**src/rtl/load_align_unit.sv**
```systemverilog
// load_align_unit: in-order load-return queue that aligns and extends memory read data (option: MISALIGN_TRAP_EN)
module load_align_unit #(
  parameter int DEPTH = 4,
  parameter int RD_W  = 5
) (
  input  logic            i_clk,
  input  logic            i_rst_n,
  input  logic            i_req_valid,
  output logic            o_req_ready,
  input  logic [1:0]      i_req_addr_lsb,
  input  logic [2:0]      i_req_func3,
  input  logic [RD_W-1:0] i_req_rd,
  input  logic            i_rsp_valid,
  input  logic [31:0]     i_rsp_data,
  output logic            o_wb_valid,
  output logic [31:0]     o_wb_data,
  output logic [RD_W-1:0] o_wb_rd,
  output logic            o_wb_err,
  output logic            o_orphan,
  output logic [$clog2(DEPTH):0] o_count
);
  localparam int AW = $clog2(DEPTH);
  localparam int EW = 5 + RD_W;
  localparam logic [AW:0] FULL = (AW+1)'(DEPTH);
  logic [EW-1:0]   mem [DEPTH];
  logic [AW-1:0]   wr_ptr, rd_ptr;
  logic            push, pop, mis;
  logic [1:0]      lsb;
  logic [2:0]      f3;
  logic [RD_W-1:0] rd;
  logic [7:0]      byte_v;
  logic [15:0]     half_v;
  logic [31:0]     ext;
  assign o_req_ready = o_count != FULL;
  assign push = i_req_valid && o_req_ready;
  assign pop  = i_rsp_valid && o_count != '0;
  assign {lsb, f3, rd} = mem[rd_ptr];
  // Select the addressed byte/half of the head entry and extend it
  always_comb begin
    byte_v = 8'(i_rsp_data >> {lsb, 3'b000});
    half_v = lsb[1] ? i_rsp_data[31:16] : i_rsp_data[15:0];
    ext = f3[1:0] == 2'b00 ? {{24{~f3[2] & byte_v[7]}}, byte_v} :
          f3[1:0] == 2'b01 ? {{16{~f3[2] & half_v[15]}}, half_v} : i_rsp_data;
  end
`ifdef MISALIGN_TRAP_EN
  assign mis = (f3[1:0] == 2'b01 && lsb[0]) || (f3 == 3'b010 && lsb != 2'b00);
`else
  assign mis = 1'b0;
`endif
  // Queue storage needs no reset; validity is tracked by the count
  always_ff @(posedge i_clk)
    if (push) mem[wr_ptr] <= {i_req_addr_lsb, i_req_func3, i_req_rd};
  // Pointers, occupancy and the registered writeback
  always_ff @(posedge i_clk or negedge i_rst_n)
    if (!i_rst_n) begin
      wr_ptr     <= '0;
      rd_ptr     <= '0;
      o_count    <= '0;
      o_wb_valid <= 1'b0;
      o_wb_data  <= '0;
      o_wb_rd    <= '0;
      o_wb_err   <= 1'b0;
      o_orphan   <= 1'b0;
    end else begin
      if (push) wr_ptr <= wr_ptr + 1'b1;
      if (pop) rd_ptr <= rd_ptr + 1'b1;
      o_count    <= o_count + (AW+1)'(push) - (AW+1)'(pop);
      o_wb_valid <= pop;
      o_orphan   <= i_rsp_valid && o_count == '0;
      if (pop) begin
        o_wb_data <= mis ? 32'h0 : ext;
        o_wb_rd   <= rd;
        o_wb_err  <= mis;
      end
    end
endmodule

```
**config.mk**
```make
export PLATFORM = sky130hd
export DESIGN_NAME = load_align_unit
export DESIGN_NICKNAME = d
export VERILOG_FILES = /design/src/rtl/load_align_unit.sv
export SDC_FILE = /design/constraint.sdc
export NUM_CORES = 1
export LEC_CHECK = 0
export CORE_MARGIN = 2
export CORE_UTILIZATION = 40
export DETAILED_ROUTE_END_ITERATION = 16
export GPL_TIMING_DRIVEN = 0
export PLACE_DENSITY = 0.64
export SLEW_MARGIN = 30
export SYNTH_ARGS = -nofsm -noshare
export SYNTH_HDL_FRONTEND = slang
export SYNTH_SLANG_ARGS = --single-unit
```
**constraint.sdc**
```tcl
create_clock -name i_clk -period 3 [get_ports i_clk]
set_input_delay 0.3 -clock i_clk [delete_from_list [all_inputs] [get_ports i_clk]]
set_output_delay 0.3 -clock i_clk [all_outputs]
set_load 0.05 [all_outputs]
```
==> results of run 1 <==
-- state kept, by name (all words and copies together), names as in the netlist --
signal,flops
o_wb_data,32
o_orphan,1
rd_ptr,2
o_wb_rd,5
o_wb_valid,1
wr_ptr,2
mem,40
o_count,3
-- what timing repair did --
item | CTS | global route
hold endpoints to repair | 46 | 0
endpoints found under the setup margin | 2 | 1
gates resized for setup | 1 | 1
hold buffers | 1 | 0
gates cloned | 0 | 0
buffers inserted | 0 | 2
-- per-stage QoR --
stage / instance area (um2) / util
6_report: 5100 / 0.550
5_1_grt: 5100 / 0.550
4_1_cts: 5080 / 0.548
3_5_place_dp: 4890 / 0.527
3_3_place_gp: 4890 / 0.527
2_1_floorplan: 3850 / -
-- worst register-to-register path: stages (launching register included) --
cell        delay (ns)
dfrtp_1           0.46
nor3_1            0.26
nand2b_1          0.29
clkinvlp_4        0.20
clkbuf_2          0.24
ha_1              0.32
inv_1             0.05
ha_1              0.14
inv_1             0.05
fa_1              0.37
xnor2_1           0.14
xnor2_1           0.12
-- final cells by class --
class / instances / share of cell area
Buffer: 17 / 0.0228
Sequential cell: 86 / 0.461
Inverter: 8 / 0.00662
Clock inverter: 7 / 0.0120
Tap cell: 129 / 0.0316
Clock buffer: 9 / 0.0243
Multi-Input combinational cell: 186 / 0.265
Timing Repair Buffer: 91 / 0.177
-- Yosys cell counts, drive strengths merged --
library cell and number:
nand2 50, dfrtp 46, edfxtp 40, nand3 32, a21oi 20, nor2 16
mux4 15, a221oi 13, clkbuf 10, mux2i 9, buf 8, inv 8
ha 6, xnor2 5, and3 4, and2 3, o221ai 3, nor3 2
a21o 1, conb 1, fa 1, nand2b 1, nand3b 1, nor2b 1
o21ai 1, or3 1
-- where the power goes --
group	total (uW)	leakage, uW	switching [uW]	internal (uW)
logic	3180	0.00104	1990	1190
registers	1870	0.000921	213	1650
clock network	782	0.0000892	463	319
-- final timing paths --
| kind | end | startpoint | slack (ns) |
|---|---|---|---|
| max | o_count[2]$_DFF_PN0_ | o_count[1]$_DFF_PN0_ | 0.24 |
| min | o_wb_rd[1]$_DFFE_PN0P_ | o_wb_rd[1]$_DFFE_PN0P_ | 0.49 |
| max reg2reg | o_count[2]$_DFF_PN0_ | o_count[1]$_DFF_PN0_ | 0.24 |
| min reg2reg | o_wb_rd[1]$_DFFE_PN0P_ | o_wb_rd[1]$_DFFE_PN0P_ | 0.49 |
| max in group asynchronous | o_wb_rd[4]$_DFFE_PN0P_ | i_rst_n | 2.09 |
| min in group asynchronous | o_wb_data[11]$_DFFE_PN0P_ | i_rst_n | 0.51 |
-- cell families after synthesis --
| logic type | after synthesis |
|---|---|
| AND/OR/NAND/NOR | 111 |
| adder cells (fa/ha/maj) | 7 |
| XOR/XNOR | 5 |
| other | 1 |
| flip-flops | 86 |
| AO/OA/AOI/OAI | 38 |
| multiplexers | 24 |
| buffers and inverters | 26 |
-- per-layer routing --
metal,vias up,track usage,wire length (um)
li1,1299,-,-
met1,1349,0.246,4140
met2,109,0.307,4290
met3,15,0.0472,628
met4,0,0.0585,189
met5,-,0,0
==> flow_summary.json, run 1 <==
{
  "status": "completed",
  "setup_viol": 0,
  "synth.avg_cell_area_um2": 12.9,
  "cp_slowest_cell": "dfrtp_1",
  "critPathCaptureType": "flip-flop",
  "first_pass_iters": 4,
  "seq_area_frac_synth": 0.611,
  "synth_top_area_share": 0.312,
  "synthXorXnorAreaFrac": 0.0114,
  "worst-setup-path-type": "flip-flop to flip-flop",
  "drc": 0,
  "powerDensity_nw_per_um2": 1140,
  "total_power_uw": 5830,
  "final_cell_mix": "87 x clkdlybuf4s50_1, 49 x nand2_1, 46 x dfrtp_1",
  "min_path_type": "flip-flop to flip-flop",
  "grt_max_degree": 47,
  "root_buffer": "clkbuf_8",
  "worst-path-buf-inv": 4,
  "place_worst_setup_slack_ns": -0.318,
  "port_buffers": 88,
  "rsz0062_at_grt": "false",
  "path_depth": 11,
  "htreeDepth": 3,
  "ys_warn_count": 0,
  "die_height_um": 102,
  "ant_nets": 0,
  "avgViaCountPerCell": 5.20,
  "dieArea_um2": 10400,
  "syn-num-nets": 351,
  "dp_hpwl_um": 6680,
  "hold_depth": 2,
  "fin_cells": 533,
  "routed_wl_um": 9250,
  "tritoncts": "built",
  "antenna_found_initial": 0,
  "multi_input_area_um2": 1350,
  "synth-simple-area-share": 0.128,
  "muxShareOfSynthArea": 0.120,
  "layout.cells.most_common": "clkdlybuf4s50_1",
  "slew_violations": 0,
  "path_delay_family": "adder cells",
  "synth_area_leaders": "edfxtp_1 31%, dfrtp_1 30%, mux4_1 6.1%",
  "period_needed_ns": 2.76,
  "finalClockSkew_ns": 0.0115,
  "n_fill_cell": 815,
  "dr_total_vias": 2772,
  "global_route.overflow_total": 0,
  "core_area_um2": 9280,
  "drive_gt1_frac": 0.0941,
  "p_leak_uw": 0.00205,
  "gp_congestion": 0.833,
  "cp-start-kind": "flip-flop",
  "rr_worst_depth": 11,
  "syn_area_um2": 3850,
  "cts.sinks": 86,
  "first_iter_violations": 98,
  "worstMarginPinSlew_ns": 0.600,
  "grtUsageTotal": 0.187,
  "finalSetupTns_ns": 0,
  "num-nets-final": 452,
  "synth_largest_area_cell": "edfxtp_1",
  "grt_pass1_vias": 2847,
  "cts_buffers": 9,
  "wl_per_cell_um": 17.3,
  "initial_core_util": 0.415,
  "yosysUniqueCellTypes": 32,
  "maxSlewHeadroom": 0.600,
  "max_freq_ghz": 0.362,
  "antennaDiodeCount": 0,
  "slowest_delay_ns": 0.46,
  "fin_crit_sh": 0.920,
  "required_ns": 3.24,
  "crit_chain": "nor3_1 -> nand2b_1 -> clkinvlp_4 -> clkbuf_2 -> ha_1 -> inv_1 -> ha_1 -> inv_1 -> fa_1 -> xnor2_1 -> xnor2_1",
  "die_w_um": 102,
  "layout.area.seq_um2": 2350,
  "cp_max_fo": 11,
  "grt_pass1_wl_um": 14500,
  "finalHoldWorstSlack_ns": 0.488,
  "clk-insertion-delay-late_ns": 0.36,
  "area_growth_pct": 32.5,
  "ir_drop_uv": 423,
  "netlist_instances": 298,
  "setup_ws_ns": 0.240,
  "dpl.cell_count": 515,
  "synth_top_family_by_area": "simple AND/OR/NAND/NOR gates",
  "io_pins": 90,
  "arrival_ns": 3.00,
  "rows": 35,
  "cts_max_path_buffers": 2,
  "clk_pin_slew_worst_paths_ns": 0.10,
  "maxCapViolations": 0,
  "synth.ff_latch_count": 86,
  "finalHoldViolations": 0,
  "synth_compound_area_frac": 0.0656,
  "synth_fa_ha_area_frac": 0.0247
}
Note: power is estimated with default switching activity, not from simulation.
==> run 2, diff against run 1 <==
CORE_ASPECT_RATIO = 1.1   (was default)
==> flow_summary.json, run 2 (synthesis results as in run 1) <==
{
  "cts.sinks": 86,
  "htreeDepth": 3,
  "path_delay_family": "adder cells",
  "status": "completed",
  "routed_wl_um": 9430,
  "cp_max_fo": 11,
  "first_pass_iters": 4,
  "worstMarginPinSlew_ns": 0.598,
  "reg_top3": "mem x40, o_wb_data x32, o_wb_rd x5",
  "slowest_delay_ns": 0.45,
  "antenna_found_initial": 0,
  "drive_gt1_frac": 0.0918,
  "first_iter_violations": 104,
  "arrival_ns": 3.05,
  "rows": 37,
  "ant_nets": 0,
  "r2r_start": "o_count[1]$_DFF_PN0_",
  "initial_core_util": 0.412,
  "final_cell_mix": "87 x clkdlybuf4s50_1, 49 x nand2_1, 46 x dfrtp_1",
  "drc": 0,
  "p_seq_frac": 0.313,
  "path_depth": 11,
  "io_pins": 90,
  "finalClockSkew_ns": 0.0139,
  "rrSetupSlack_ns": 0.23,
  "port_buffers": 88,
  "root_buffer": "clkbuf_8",
  "tritoncts": "built",
  "layout.core_utilization": 0.547,
  "setup_ws_ns": 0.235,
  "cts_max_path_buffers": 2,
  "dp_hpwl_um": 6730,
  "global_route.overflow_total": 0,
  "power.share.clock": 0.152,
  "layout.cells.most_common": "clkdlybuf4s50_1",
  "area_growth_pct": 32.9,
  "crit_chain": "nor3_1 -> nand2b_2 -> clkinvlp_4 -> clkbuf_2 -> ha_1 -> inv_1 -> ha_1 -> inv_1 -> fa_1 -> xnor2_1 -> xnor2_1",
  "r2r-end": "o_count[2]$_DFF_PN0_",
  "ir_drop_uv": 389,
  "largest_reg_flops": 40,
  "worst-setup-path-type": "flip-flop to flip-flop",
  "p_leak_uw": 0.00206,
  "num-nets-final": 451,
  "dr_total_vias": 2782,
  "critPathCapture": "o_count[2]$_DFF_PN0_",
  "core_area_um2": 9350,
  "powerDensity_nw_per_um2": 1170,
  "die_height_um": 107,
  "cp_slowest_cell": "dfrtp_1",
  "p_sw_frac": 0.444,
  "max_freq_ghz": 0.362,
  "startpoint": "o_count[1]$_DFF_PN0_",
  "antennaDiodeCount": 0,
  "avgViaCountPerCell": 5.35,
  "place_worst_setup_slack_ns": -0.357,
  "n_fill_cell": 802,
  "rsz0062_at_grt": "false",
  "grt_pass1_vias": 2827,
  "grtUsageTotal": 0.186,
  "maxSlewHeadroom": 0.601,
  "gp_congestion": 0.785,
  "finalHoldViolations": 0,
  "slew_violations": 0,
  "top_register": "mem",
  "period_needed_ns": 2.77,
  "cp-start-kind": "flip-flop",
  "grt_max_degree": 47,
  "dieArea_um2": 10400,
  "rr_worst_depth": 11,
  "min_path_type": "primary input to async pin",
  "setup_viol": 0,
  "p_int_uw": 3320,
  "clk-insertion-delay-late_ns": 0.36,
  "p_comb_frac": 0.534,
  "maxCapViolations": 0,
  "critPathCaptureType": "flip-flop",
  "wl_per_cell_um": 18.1,
  "cts_buffers": 9,
  "clk_pin_slew_worst_paths_ns": 0.09,
  "fin_crit_sh": 0.922,
  "die_w_um": 97.6,
  "grt_pass1_wl_um": 14800,
  "p_switching_uw": 2650,
  "required_ns": 3.28,
  "worst-path-buf-inv": 4
}
-- run 2: cell count changes in the layout (fill, tap and decap cells not counted), sizes merged --
cell    change
bufinv      +2
clkbuf      +1
buf         -1
inv         -3
-- run 2: what timing repair did --
| item | 4_1_cts | 5_1_grt |
|---|---|---|
| gates resized for setup | 1 | 2 |
| endpoints found under the hold margin | 46 | 0 |
| setup endpoints to repair | 2 | 1 |
| setup buffers | 0 | 1 |
| gates cloned | 0 | 0 |
| hold buffers | 1 | 0 |
-- run 2: how the worst min path moves through the flow --
stage                            from                   endpoint  slack [ns]
2_1_floorplan                 i_rst_n       o_count[0]$_DFF_PN0_       0.004
3_5_place_dp                  i_rst_n  o_wb_data[11]$_DFFE_PN0P_        0.35
3_3_place_gp   o_wb_rd[2]$_DFFE_PN0P_     o_wb_rd[2]$_DFFE_PN0P_        0.46
6_report                      i_rst_n  o_wb_data[10]$_DFFE_PN0P_        0.48
5_1_grt        o_wb_rd[0]$_DFFE_PN0P_     o_wb_rd[0]$_DFFE_PN0P_        0.52
4_1_cts        o_wb_rd[1]$_DFFE_PN0P_     o_wb_rd[1]$_DFFE_PN0P_        0.49
-- run 2: final cells by class --
type / count / area, um2 / share of cell area
Buffer: 17 / 116 / 0.0227
Inverter: 8 / 33.8 / 0.00660
Clock inverter: 6 / 92.6 / 0.0181
Timing Repair Buffer: 90 / 896 / 0.175
Sequential cell: 86 / 2350 / 0.460
Multi-Input combinational cell: 186 / 1350 / 0.264
Tap cell: 117 / 146 / 0.0286
Clock buffer: 10 / 128 / 0.0249
-- run 2: worst register-to-register path: cells and delay by family, from the launching register on --
kind                     cells  cell delay [ns]
flip-flops                   1             0.45
AND/OR/NAND/NOR              2             0.51
adder cells (fa/ha/maj)      3             0.81
XOR/XNOR                     2             0.31
buffers and inverters        4             0.61
-- run 2: layer usage --
metal / GRT usage / up-vias / routed length, um
met4: 0.0774 / 0 / 223
li1: - / 1292 / -
met1: 0.241 / 1354 / 4100
met5: 0 / - / 0
met3: 0.0346 / 20 / 549
met2: 0.310 / 116 / 4560
-- run 2: power by group through the flow --
stage               registers (uW)  logic [uW]  clock network (uW)
finish                        1870        3190                 909
global route                  1920        3410                 965
CTS                           1880        3210                 924
detailed placement            1900        3200                   0
global placement              1890        3160                   0
floorplan                     2780        1300                   0
-- run 2: through the flow --
step / hold WS, ns / std cells / instance area [um2] / TNS, ns / power (uW)
after global placement: 0.463 / 503 / 4880 / -0.509 / 5050
final: 0.476 / 520 / 5120 / 0 / 5970
after floorplan: 0.00441 / 298 / 3850 / 0 / 4080
after CTS: 0.493 / 519 / 5100 / 0 / 6010
after detailed placement: 0.347 / 503 / 4880 / -0.571 / 5100
after global routing: 0.516 / 520 / 5120 / 0 / 6290
==> run 3, diff against run 2 <==
CORE_ASPECT_RATIO = default   (was 1.1)
==> results of run 3 <==
The final DEF is identical to that of run 1; final timing and power are the same.
